===== src/rtl/conv_kxk_mc.sv =====
// Multi-channel KxK convolution engine: serial weight/bias load, per-channel window
// dot products accumulated into one pixel, bias add, optional ReLU, valid/ready output.

module conv_kxk_mc #(
    parameter int DATA_WIDTH = 8,
    parameter int KSIZE      = 3,
    parameter int CH_IN      = 4,
    parameter int ACC_WIDTH  = 32,
    parameter int RELU_EN    = 1
) (
    input  logic                              clk,
    input  logic                              rst,
    input  logic                              start,
    input  logic                              keep_weights,
    output logic                              done,
    input  logic                              weight_valid_in,
    output logic                              weight_ready_out,
    input  logic [DATA_WIDTH-1:0]             weight_data,
    input  logic                              input_valid_in,
    output logic                              input_ready_out,
    input  logic [KSIZE*KSIZE*DATA_WIDTH-1:0] window_data,
    output logic                              out_valid_out,
    input  logic                              out_ready_in,
    output logic [ACC_WIDTH-1:0]              out_data
);

    localparam int KK   = KSIZE * KSIZE;
    localparam int NW   = CH_IN * KK;
    localparam int PW   = 2 * DATA_WIDTH;
    localparam int WI_W = $clog2(NW + 1);
    localparam int WK_W = (KK > 1) ? $clog2(KK) : 1;
    localparam int WC_W = (CH_IN > 1) ? $clog2(CH_IN) : 1;

    localparam logic [WI_W-1:0] W_LAST = WI_W'(NW);
    localparam logic [WI_W-1:0] WI_ONE = WI_W'(1);
    localparam logic [WK_W-1:0] K_LAST = WK_W'(KK - 1);
    localparam logic [WK_W-1:0] WK_ONE = WK_W'(1);
    localparam logic [WC_W-1:0] C_LAST = WC_W'(CH_IN - 1);
    localparam logic [WC_W-1:0] WC_ONE = WC_W'(1);

    typedef enum logic [2:0] {
        ST_IDLE   = 3'd0,
        ST_LOAD_W = 3'd1,
        ST_IN     = 3'd2,
        ST_BIAS   = 3'd3,
        ST_OUT    = 3'd4,
        ST_FIN    = 3'd5
    } state_t;

    state_t                                    state_r;
    logic [CH_IN-1:0][KK-1:0][DATA_WIDTH-1:0] w_r;
    logic [DATA_WIDTH-1:0]                     bias_r;
    logic                                      w_loaded_r;
    logic [WI_W-1:0]                           w_idx_r;
    logic [WK_W-1:0]                           wk_r;
    logic [WC_W-1:0]                           wch_r;
    logic [WC_W-1:0]                           ch_cnt_r;
    logic [ACC_WIDTH-1:0]                      acc_r;

    logic signed [PW-1:0]                      px_s;
    logic signed [PW-1:0]                      wx_s;
    logic signed [PW-1:0]                      prod_s;
    logic [ACC_WIDTH-1:0]                      dot_s;
    logic [ACC_WIDTH-1:0]                      sum_s;
    logic [ACC_WIDTH-1:0]                      res_s;

    // Dot product of the presented window with the weights of the current channel
    always_comb begin
        dot_s  = '0;
        px_s   = '0;
        wx_s   = '0;
        prod_s = '0;
        for (int k = 0; k < KK; k++) begin
            px_s   = {{DATA_WIDTH{window_data[k*DATA_WIDTH+DATA_WIDTH-1]}},
                      window_data[k*DATA_WIDTH +: DATA_WIDTH]};
            wx_s   = {{DATA_WIDTH{w_r[ch_cnt_r][WK_W'(k)][DATA_WIDTH-1]}},
                      w_r[ch_cnt_r][WK_W'(k)]};
            prod_s = px_s * wx_s;
            dot_s  = dot_s + {{(ACC_WIDTH-PW){prod_s[PW-1]}}, prod_s};
        end
    end

    // Bias add and optional negative clamp
    always_comb begin
        sum_s = acc_r + {{(ACC_WIDTH-DATA_WIDTH){bias_r[DATA_WIDTH-1]}}, bias_r};
        if ((RELU_EN != 0) && sum_s[ACC_WIDTH-1]) begin
            res_s = '0;
        end else begin
            res_s = sum_s;
        end
    end

    // Job sequencer with registered handshake outputs and weight storage
    always_ff @(posedge clk or posedge rst) begin
        if (rst) begin
            state_r          <= ST_IDLE;
            w_r              <= '0;
            bias_r           <= '0;
            w_loaded_r       <= 1'b0;
            w_idx_r          <= '0;
            wk_r             <= '0;
            wch_r            <= '0;
            ch_cnt_r         <= '0;
            acc_r            <= '0;
            done             <= 1'b0;
            weight_ready_out <= 1'b0;
            input_ready_out  <= 1'b0;
            out_valid_out    <= 1'b0;
            out_data         <= '0;
        end else begin
            case (state_r)
                ST_IDLE: begin
                    if (start) begin
                        acc_r    <= '0;
                        ch_cnt_r <= '0;
                        if (keep_weights && w_loaded_r) begin
                            input_ready_out <= 1'b1;
                            state_r         <= ST_IN;
                        end else begin
                            w_loaded_r       <= 1'b0;
                            w_idx_r          <= '0;
                            wk_r             <= '0;
                            wch_r            <= '0;
                            weight_ready_out <= 1'b1;
                            state_r          <= ST_LOAD_W;
                        end
                    end
                end
                ST_LOAD_W: begin
                    if (weight_valid_in && weight_ready_out) begin
                        if (w_idx_r == W_LAST) begin
                            bias_r           <= weight_data;
                            w_loaded_r       <= 1'b1;
                            acc_r            <= '0;
                            ch_cnt_r         <= '0;
                            weight_ready_out <= 1'b0;
                            input_ready_out  <= 1'b1;
                            state_r          <= ST_IN;
                        end else begin
                            w_r[wch_r][wk_r] <= weight_data;
                            w_idx_r          <= w_idx_r + WI_ONE;
                            if (wk_r == K_LAST) begin
                                wk_r  <= '0;
                                wch_r <= wch_r + WC_ONE;
                            end else begin
                                wk_r <= wk_r + WK_ONE;
                            end
                        end
                    end
                end
                ST_IN: begin
                    if (input_valid_in && input_ready_out) begin
                        acc_r <= acc_r + dot_s;
                        if (ch_cnt_r == C_LAST) begin
                            ch_cnt_r        <= '0;
                            input_ready_out <= 1'b0;
                            state_r         <= ST_BIAS;
                        end else begin
                            ch_cnt_r <= ch_cnt_r + WC_ONE;
                        end
                    end
                end
                ST_BIAS: begin
                    out_data      <= res_s;
                    out_valid_out <= 1'b1;
                    state_r       <= ST_OUT;
                end
                ST_OUT: begin
                    if (out_ready_in) begin
                        out_valid_out <= 1'b0;
                        done          <= 1'b1;
                        state_r       <= ST_FIN;
                    end
                end
                ST_FIN: begin
                    done    <= 1'b0;
                    state_r <= ST_IDLE;
                end
                default: begin
                    done             <= 1'b0;
                    weight_ready_out <= 1'b0;
                    input_ready_out  <= 1'b0;
                    out_valid_out    <= 1'b0;
                    state_r          <= ST_IDLE;
                end
            endcase
        end
    end

endmodule


===== config.mk =====
export PLATFORM = sky130hd
export DESIGN_NAME = conv_kxk_mc
export DESIGN_NICKNAME = d
export VERILOG_FILES = /design/src/rtl/conv_kxk_mc.sv
export SDC_FILE = /design/constraint.sdc
export NUM_CORES = 1
export LEC_CHECK = 0
export BUFFER_PORTS_ARGS = -buffer_cell sky130_fd_sc_hd__buf_2
export CORE_ASPECT_RATIO = 0.75
export CORE_MARGIN = 10
export CORE_UTILIZATION = 44
export DETAILED_ROUTE_END_ITERATION = 10
export GPL_ROUTABILITY_DRIVEN = 0
export PLACE_DENSITY_LB_ADDON = 0.05
export RECOVER_POWER = 25
export SLEW_MARGIN = 20
export SYNTH_ARGS = -nofsm -noshare
export SYNTH_HDL_FRONTEND = slang
export SYNTH_SLANG_ARGS = --single-unit

===== constraint.sdc =====
create_clock -name clk -period 5.1 [get_ports clk]
set_input_delay 0.51 -clock clk [delete_from_list [all_inputs] [get_ports clk]]
set_output_delay 0.51 -clock clk [all_outputs]
set_load 0.03 [all_outputs]

==> impl_metrics.ini, run 1 <==
[synth]
post-synth-top-area-cell = dfrtp_1
netlist_instances = 177
yosys_register_bits = 31
post_synth_num_cell_types = 39
synth.cells.most_frequent = dfrtp_1, buf_4, nand2_1
synth_edf_count = 0
synth_top_area_share_pct = 44.32
synth_top_cells_by_area = dfrtp_1, buf_4, mux2_2
synth-warning-count = 0
mean_post_synth_cell_area_um2 = 9.889
mappedNetlistArea_mm2 = 0.001750
synth-seq-area-share_pct = 44.32
async_reset_ff_share_pct = 100.0
yosys_most_used_dff = dfrtp_1
post-synth-top-count-cell = dfrtp_1

[floorplan]
rows = 19
dieArea_mm2 = 0.006927
die_h_um = 74.63
initial_utilization_pct = 46.60
core_footprint_mm2 = 0.003756
io_pins = 123
die_width_um = 92.83

[status]
result_of_the_run = finished with violations
violations = max-capacitance violations, max-slew violations

[worst_setup_path]
crit-reg2reg-launch = state_r[0]
rrSetupSlack_ns = 2.91
worst-setup-path-type = reg2reg
required_ns = 5.27
slowest_delay_ns = 0.72
critPathCaptureType = register
worstReg2RegEnd = input_ready_out
worstRegToRegCells = 5
timing.critical_path.fanout_max = 20
timing.critical_path.arrival_ns = 2.36
critPathSlowestCell = dfrtp_1
critPathLaunchType = register
crit_chain = or3b_4 > a21oi_2 > nor2_1 > o2111ai_1 > mux2_2

[global_routing]
grt.overflow.total = 0
gr-usage-all-layers_pct = 11.32
antenna_found_initial = 0
first_global_vias = 1365
grt_start_max_net_pins = 32
grt_first_pass_wirelength_um = 6458

[layout]
final_core_util_pct = 50.90
proportion_of_layout_cells_with_a_drive_suffix_above_1_pct = 24.39
area_delta_synth_final_pct = 9.221
stdcell_area_mm2 = 0.001912
num-nets-final = 296
fillers = 362
post_layout_nonfiller_instances = 257
antenna_diode_instance_count = 0

[clock_tree]
htree_levels = 2
cts.path.max_buffers = 2
clock_tree.root_cell = clkbuf_8
cts_num_sinks = 31
clk_pin_slew_ns = 0.07
number_of_clock_buffers_inserted_by_tritoncts = 5
clkLatencyLatePin_ns = 0.28
cts_tree = built
cts_post_setup_buffers_inserted = 0
postCtsResizedCells = 0
cts.hold.buffers_added = 0

[placed_design]
post_detailed_placement_cell_area_mm2 = 0.001831
port_buffers = 25
placed_cells_incl_taps = 249
post-dp-hpwl_um = 2879
dp_worst_setup_slack_ns = 2.928

[pwr]
report.power.total_mw = 0.8770
irDropWorstVdd_mv = 0.2104
static-leakage-power_nw = 0.9571
p_per_area_mw_per_mm2 = 458.7

[timing]
worst_slew_pin_slew_ns = 1.615
period_needed_ns = 2.186
unrepaired_setup_endpoints_after_global_routing = false
worst_skew_ns = 0.007877
min_period_over_period_pct = 42.86
count_of_endpoints_failing_setup_in_the_final_report = 0
number_of_hold_violations_in_the_final_report = 0
finalHoldWorstSlack_ns = 0.4569
maximum_frequency_from_static_timing_analysis_ghz = 0.4575
max-slew-margin-rel_pct = -7.670
fin_setup_tns_ns = 0
slew_violations = 32
setup_ws_ns = 2.914

[route]
drt-vias-per-instance = 5.074
post_drt_wl_per_cell_um = 14.56
drt_wl_total_um = 3741
drtPass1Iterations = 4
routed-via-count = 1304
detail_route_antenna_nets = 0
remaining_drc_errors = 0
initialDrtViolationCount = 70

[min_path]
min_delay_worst_endpoint = bias_r[6]
hold_path_class = in2reg
min_path_cells = 2
min-delay-start = weight_data[6]

[job]
cap_violations = 1
worst max-delay path by stage:
stage	start	to	slack, ns	cells past startpoint
6_report	state_r[0]	input_ready_out	2.91	5
5_1_grt	state_r[0]	input_ready_out	2.74	5
3_3_place_gp	state_r[0]	input_ready_out	2.93	5
3_5_place_dp	state_r[0]	input_ready_out	2.93	5
2_1_floorplan	input_ready_out	input_ready_out	3.36	5
4_1_cts	state_r[0]	input_ready_out	2.92	5
routing by layer:
layer / share of wire [%] / vias to the layer above / GRT usage (%)
met3: 12 / 2 / 7.448
met5: 0 / - / 0
li1: - / 629 / -
met1: 45 / 618 / 13.47
met4: 0.19 / 0 / 1.536
met2: 43 / 55 / 17.22
flip-flops by register name, summed over array words and instances (netlist names):
| signal | count |
|---|---|
| state_r | 3 |
| done | 1 |
| weight_ready_out | 1 |
| bias_r | 8 |
| w_loaded_r | 1 |
| input_ready_out | 1 |
| ch_cnt_r | 2 |
| w_idx_r | 6 |
| out_valid_out | 1 |
| out_data | 7 |
cell families (layout without fill, tap and decap cells):
kind of cell / after synthesis / in the layout / share of synthesized area [%]
compound gates: 38 / 38 / 13.51
fa+ha+maj: 5 / 5 / 3.574
buf+inv: 36 / 40 / 13.15
flops: 31 / 31 / 44.32
mux: 12 / 12 / 7.577
other cells: 1 / 25 / 0.2142
simple gates: 54 / 54 / 17.66
power breakdown:
| part | internal, mW | total [mW] | switching [mW] | leakage (nW) |
|---|---|---|---|---|
| Combinational | 0.123 | 0.328 | 0.205 | 0.496 |
| Clock | 0.0952 | 0.188 | 0.0925 | 0.0412 |
| Sequential | 0.288 | 0.361 | 0.0729 | 0.420 |
| Total | 0.507 | 0.877 | 0.370 | 0.957 |
area by class of cell:
type	count	area, um^2	area share, %
clock buffers	6	72.57	3.796
flip-flops and latches	31	775.7	40.58
inverters	6	22.52	1.178
well taps	52	65.06	3.403
repair buffers	26	128.9	6.741
clock inverters	2	12.51	0.6545
multi-input cells	134	834.6	43.65
layout by cell type (no fill, tap or decap):
cell,Yosys,layout
a21bo_2,1,1
a21o_1,1,1
a21oi_1,10,10
a21oi_2,1,1
a31oi_1,4,4
a41oi_1,3,3
and3_1,4,4
and4_1,1,1
buf_2,1,25
clkbuf_1,3,2
clkbuf_8,0,5
clkinv_2,0,1
clkinvlp_4,0,1
conb_1,1,25
dfrtp_1,31,31
ha_1,5,5
inv_1,6,6
mux2_2,10,10
mux2i_1,2,2
nand2_1,18,18
nand2b_1,8,8
nand3_1,4,4
nand3_2,1,1
nand3b_1,1,1
nand4b_1,1,1
nor2_1,4,4
nor2b_1,1,1
nor3_1,5,5
nor3_4,1,1
nor3b_2,2,2
nor4_1,1,1
o2111ai_1,1,1
o21a_1,1,1
o21ai_0,12,12
o22ai_1,1,1
o2bb2ai_1,1,1
o31ai_1,1,1
o32a_1,1,1
or2_2,1,1
or3b_4,1,1
critical path, delay by kind of cell, from the launching register on:
| kind | cells | cell delay, ns |
|---|---|---|
| AND/OR/NAND/NOR | 2 | 0.63 |
| flip-flops | 1 | 0.72 |
| multiplexers | 1 | 0.35 |
| AO/OA/AOI/OAI | 2 | 0.36 |
Power figures use the tool's default switching activity.
==> run 2: changes to the inputs <==
--- a/config.mk
+++ b/config.mk
@@ -8,7 +8,7 @@
 export BUFFER_PORTS_ARGS = -buffer_cell sky130_fd_sc_hd__buf_2
 export CORE_ASPECT_RATIO = 0.75
 export CORE_MARGIN = 10
-export CORE_UTILIZATION = 44
+export CORE_UTILIZATION = 37
 export DETAILED_ROUTE_END_ITERATION = 10
 export GPL_ROUTABILITY_DRIVEN = 0
 export PLACE_DENSITY_LB_ADDON = 0.05
==> constraint.sdc (replaced) <==
create_clock -name clk -period 2 [get_ports clk]
set_input_delay 0.2 -clock clk [delete_from_list [all_inputs] [get_ports clk]]
set_output_delay 0.2 -clock clk [all_outputs]
set_load 0.03 [all_outputs]
==> run 2 against run 1 <==
  * The run still ends with max-capacitance violations, max-slew violations left
  * Non-clock buffer count increased by 7
  * Wire length increased by 7.2%
  * Final cell count increased by 4.7%
  * Maximum frequency increased by 20%
  * First-iteration DRC count decreased by 27%
  * Global-route usage decreased by 1.0 points
  * Critical endpoint is now w_idx_r[5]
  * Largest cell class unchanged
==> impl_metrics.ini, run 2 (synthesized netlist as in run 1, its figures left out) <==
[clock_tree]
clock_tree.root_cell = clkbuf_8
cts.path.max_buffers = 2
cts_tree = built
clkLatencyLatePin_ns = 0.28
cts.hold.buffers_added = 0
cts_num_sinks = 31
number_of_clock_buffers_inserted_by_tritoncts = 5
postCtsResizedCells = 0
clk_pin_slew_ns = 0.07
htree_levels = 2

[min_path]
min_delay_worst_endpoint = bias_r[5]
min_path_cells = 2
min-delay-start = weight_data[5]
hold_path_class = in2reg

[floorplan]
dieArea_mm2 = 0.007910
core_footprint_mm2 = 0.004519
die_width_um = 99.42
die_h_um = 79.57
rows = 21
io_pins = 123
initial_utilization_pct = 38.73

[timing]
unrepaired_setup_endpoints_after_global_routing = false
count_of_endpoints_failing_setup_in_the_final_report = 0
worst_skew_ns = 0.005901
slew_violations = 32
max-slew-margin-rel_pct = -13.54
fin_setup_tns_ns = 0
min_period_over_period_pct = 91.02
setup_ws_ns = 0.1796
period_needed_ns = 1.820
maximum_frequency_from_static_timing_analysis_ghz = 0.5493
worst_slew_pin_slew_ns = 1.703
number_of_hold_violations_in_the_final_report = 0

[pwr]
irDropWorstVdd_mv = 0.5036
static-leakage-power_nw = 1.015
p_per_area_mw_per_mm2 = 1233

[global_routing]
grt_first_pass_wirelength_um = 6575
gr-usage-all-layers_pct = 10.28
first_global_vias = 1362
grt_start_max_net_pins = 32
antenna_found_initial = 0
grt.overflow.total = 0

[layout]
layout.cells.most_common = dfrtp_1
proportion_of_layout_cells_with_a_drive_suffix_above_1_pct = 27.36
num-nets-final = 303
largest_register_ffs = 8
layout.cells.most_common_list = dfrtp_1, conb_1, buf_2
fillers = 447
largestRegisters = bias_r: 8 flops, out_data: 7 flops, w_idx_r: 6 flops
final-seq-area_um2 = 775.7
largest-register = bias_r
area_delta_synth_final_pct = 15.15
multiInputGateArea_um2 = 834.6
antenna_diode_instance_count = 0

[worst_setup_path]
required_ns = 2.20
worstRegToRegCells = 4
timing.critical_path.fanout_max = 8
worstReg2RegEnd = w_idx_r[5]
rrSetupSlack_ns = 0.18
critPathCaptureType = register
timing.critical_path.arrival_ns = 2.02
worst-setup-path-type = reg2reg
critPathLaunchType = register
crit-reg2reg-launch = state_r[0]

[placed_design]
dp_worst_setup_slack_ns = 0.09251
port_buffers = 25
post-dp-hpwl_um = 3086

[status]
result_of_the_run = finished with violations
violations = max-capacitance violations, max-slew violations

[job]
cap_violations = 1

[route]
routed-via-count = 1305
initialDrtViolationCount = 51
drt-vias-per-instance = 4.851
post_drt_wl_per_cell_um = 14.91
drt_wl_total_um = 4010
drtPass1Iterations = 4
remaining_drc_errors = 0
detail_route_antenna_nets = 0
==> run 2: cell count changes in the layout (fill, tap and decap cells not counted), sizes merged <==
cell	previous run	this run
clkinvlp	1	0
buf	25	32
bufinv	0	1
==> run 2: critical path, stage by stage (launching register included) <==
cell and delay (ns):
dfrtp_1 0.49, or3b_4 0.46, nor3b_2 0.43, a41oi_1 0.19, a31oi_1 0.17
==> run 2: what timing repair did <==
item / 4_1_cts / 5_1_grt
endpoints found under the hold margin: 0 / 0
endpoints found under the setup margin: 0 / 6
buffers inserted: 0 / 1
==> run 2: how the worst max path moves through the flow <==
| stage | from | cells after the start | to | slack (ns) |
|---|---|---|---|---|
| 6_report | state_r[0] | 4 | w_idx_r[5] | 0.18 |
| 5_1_grt | state_r[0] | 5 | w_loaded_r | 0.08 |
| 4_1_cts | w_idx_r[3] | 4 | bias_r[0] | 0.09 |
| 3_5_place_dp | w_idx_r[3] | 4 | bias_r[0] | 0.09 |
| 3_3_place_gp | w_idx_r[3] | 4 | bias_r[2] | 0.11 |
| 2_1_floorplan | input_ready_out | 5 | input_ready_out | 0.26 |
==> run 2: stage by stage <==
step	util [%]	instance area [um^2]	total power, mW	std cells	hold WS, ns
floorplan	-	1841	1.608	201	0.3035
global placement	41.64	1882	1.848	260	0.3048
detailed placement	41.64	1882	1.865	260	0.3121
CTS	44.24	1999	2.518	268	0.005246
global route	44.60	2016	2.684	269	0.1369
finish	44.60	2016	2.485	269	0.1453
==> run 2: power by group <==
group,internal [mW],total [mW],switching [mW]
clock,0.403,0.632,0.229
sequential,0.737,0.871,0.134
combinational,0.378,0.982,0.603
total,1.52,2.48,0.967
==> run 2: cell type report <==
cell class | count | share of cell area (%)
multi-input combinational | 134 | 41.40
sequential | 31 | 38.49
timing repair buffer | 33 | 9.621
clock buffer | 6 | 4.097
tap | 57 | 3.538
clock inverter | 2 | 1.738
inverter | 6 | 1.117
==> run 2: metal layers <==
metal  GRT usage (%)  share of wire (%)  up-vias  routed length, um
met2           15.58                 44       47               1782
met4           4.286                1.2        0                 48
li1                -                  -      638                  -
met3           4.758                8.9        5                356
met1           12.33                 45      615               1822
met5               0                  0        -                  0
==> run 3: changes to the inputs <==
--- a/config.mk
+++ b/config.mk
@@ -6,7 +6,7 @@
 export NUM_CORES = 1
 export LEC_CHECK = 0
 export BUFFER_PORTS_ARGS = -buffer_cell sky130_fd_sc_hd__buf_2
-export CORE_ASPECT_RATIO = 0.75
+export CORE_ASPECT_RATIO = 1.1
 export CORE_MARGIN = 10
 export CORE_UTILIZATION = 37
 export DETAILED_ROUTE_END_ITERATION = 10
==> run 3 against run 2 <==
  * The run still ends with max-capacitance violations, max-slew violations left
  * Total power down 2.1%
  * Core utilization fell by 1.5 points
  * Combinational power grew 5%
  * Die area decreased by 0.32%
  * Sequential share of layout area grew 0.46 points
  * Via count rose by 2.1%
  * Sequential cell count is the same
  * Critical path type unchanged
  * Largest cell class unchanged
  * Highest routed layer unchanged
==> impl_metrics.ini, run 3 (synthesized netlist as in run 1, its figures left out) <==
[status]
result_of_the_run = finished with violations
violations = max-capacitance violations, max-slew violations

[timing]
setup_ws_ns = 0.1243
fin_setup_tns_ns = 0
number_of_hold_violations_in_the_final_report = 0
count_of_endpoints_failing_setup_in_the_final_report = 0
worst_skew_ns = 0.01085
worst_slew_pin_slew_ns = 1.685
unrepaired_setup_endpoints_after_global_routing = false
min_period_over_period_pct = 93.78
maximum_frequency_from_static_timing_analysis_ghz = 0.5331
max-slew-margin-rel_pct = -12.35
slew_violations = 32
period_needed_ns = 1.876

[worst_setup_path]
critPathSlowestCell = dfrtp_1
required_ns = 2.16
timing.critical_path.fanout_max = 8
critPathCaptureType = register
path_delay_family = simple AND/OR/NAND/NOR gates
critPathLaunchType = register
crit_chain = nor3b_2 > nand3_2 > nor3_4 > mux2_2
worst-path-buf-inv = 0
worst-setup-path-type = reg2reg
timing.critical_path.arrival_ns = 2.03
slowest_delay_ns = 0.46

[route]
drt_wl_total_um = 3959
remaining_drc_errors = 0
drtPass1Iterations = 4
initialDrtViolationCount = 113
routed-via-count = 1332
drt-vias-per-instance = 4.952
post_drt_wl_per_cell_um = 14.72
detail_route_antenna_nets = 0

[layout]
antenna_diode_instance_count = 0
largestRegisters = bias_r: 8 flops, out_data: 7 flops, w_idx_r: 6 flops
largest-register = bias_r
fillers = 472
layout.cells.most_common = dfrtp_1
area_delta_synth_final_pct = 13.80
num-nets-final = 304
proportion_of_layout_cells_with_a_drive_suffix_above_1_pct = 27.23
layout.cells.most_common_list = dfrtp_1, conb_1, buf_2
largest_register_ffs = 8

[clock_tree]
cts_num_sinks = 31
cts.hold.buffers_added = 0
cts_tree = built
clkLatencyLatePin_ns = 0.28
postCtsResizedCells = 0
cts_post_setup_buffers_inserted = 0
htree_levels = 2
clk_pin_slew_ns = 0.06
number_of_clock_buffers_inserted_by_tritoncts = 5
cts.path.max_buffers = 2
clock_tree.root_cell = clkbuf_8

[global_routing]
grt.overflow.total = 0
antenna_found_initial = 0
first_global_vias = 1406
grt_first_pass_wirelength_um = 6741
grt_start_max_net_pins = 32
gr-usage-all-layers_pct = 10.47

[min_path]
hold_path_class = in2reg

[pwr]
p_per_area_mw_per_mm2 = 1221
irDropWorstVdd_mv = 0.3708
static-leakage-power_nw = 1.008
report.power.total_mw = 2.433

[placed_design]
post-dp-hpwl_um = 3001
dp_worst_setup_slack_ns = 0.1056
port_buffers = 25

[floorplan]
core_footprint_mm2 = 0.004619
initial_utilization_pct = 37.89
die_h_um = 92.14
dieArea_mm2 = 0.007885
io_pins = 123
rows = 26
die_width_um = 85.58

[job]
cap_violations = 1
run 3: cell count changes in the layout (fill, tap and decap cells not counted):
cell       before  now
clkbuf_1        1    2
buf_12          1    0
clkinv_2        1    0
bufinv_16       1    0
buf_4           6    8
clkbuf_8        6    7
run 3: routing by layer:
metal,share of wire [%],wire [um],up-vias,global-route usage [%]
met3,7.6,301,2,4.779
met4,0.25,10,0,3.434
met5,0,0,-,0
met1,41,1625,645,11.38
met2,51,2022,44,17.63
li1,-,-,641,-
run 3: layout make-up:
cell class | count | area [um^2] | area share, %
timing repair buffer | 34 | 188.9 | 9.485
clock buffer | 8 | 100.1 | 5.025
inverter | 6 | 22.52 | 1.131
sequential | 31 | 775.7 | 38.94
tap | 56 | 70.07 | 3.518
multi-input combinational | 134 | 834.6 | 41.90
run 3: path summary, 6_finish.rpt:
kind / startpoint / to / slack [ns] / cells past startpoint
setup / recovery: w_idx_r[3] / bias_r[6] / 0.12 / 4
min in group asynchronous: rst / w_loaded_r / 0.50 / 3
hold / removal: weight_data[2] / bias_r[2] / 0.16 / 2
setup reg to reg: w_idx_r[3] / bias_r[6] / 0.12 / 4
hold reg to reg: out_data[1] / out_data[1] / 0.48 / 2
max in group asynchronous: rst / out_data[4] / 0.52 / 3
run 3: report_power, final:
group / leakage (nW) / switching, mW / internal [mW] / total [mW]
registers: 0.420 / 0.119 / 0.737 / 0.856
logic: 0.536 / 0.621 / 0.412 / 1.03
clock network: 0.0515 / 0.231 / 0.314 / 0.545
total: 1.01 / 0.970 / 1.46 / 2.43
run 3: per-stage QoR:
stage / util (%) / hold slack [ns] / instance area, um^2 / instances
after detailed placement: 41.03 / 0.3158 / 1896 / 261
after global placement: 41.03 / 0.3017 / 1896 / 261
after CTS: 43.20 / 0.008559 / 1996 / 269
final: 43.12 / 0.1556 / 1992 / 269
after floorplan: - / 0.3035 / 1841 / 201
after global routing: 43.12 / 0.1496 / 1992 / 269
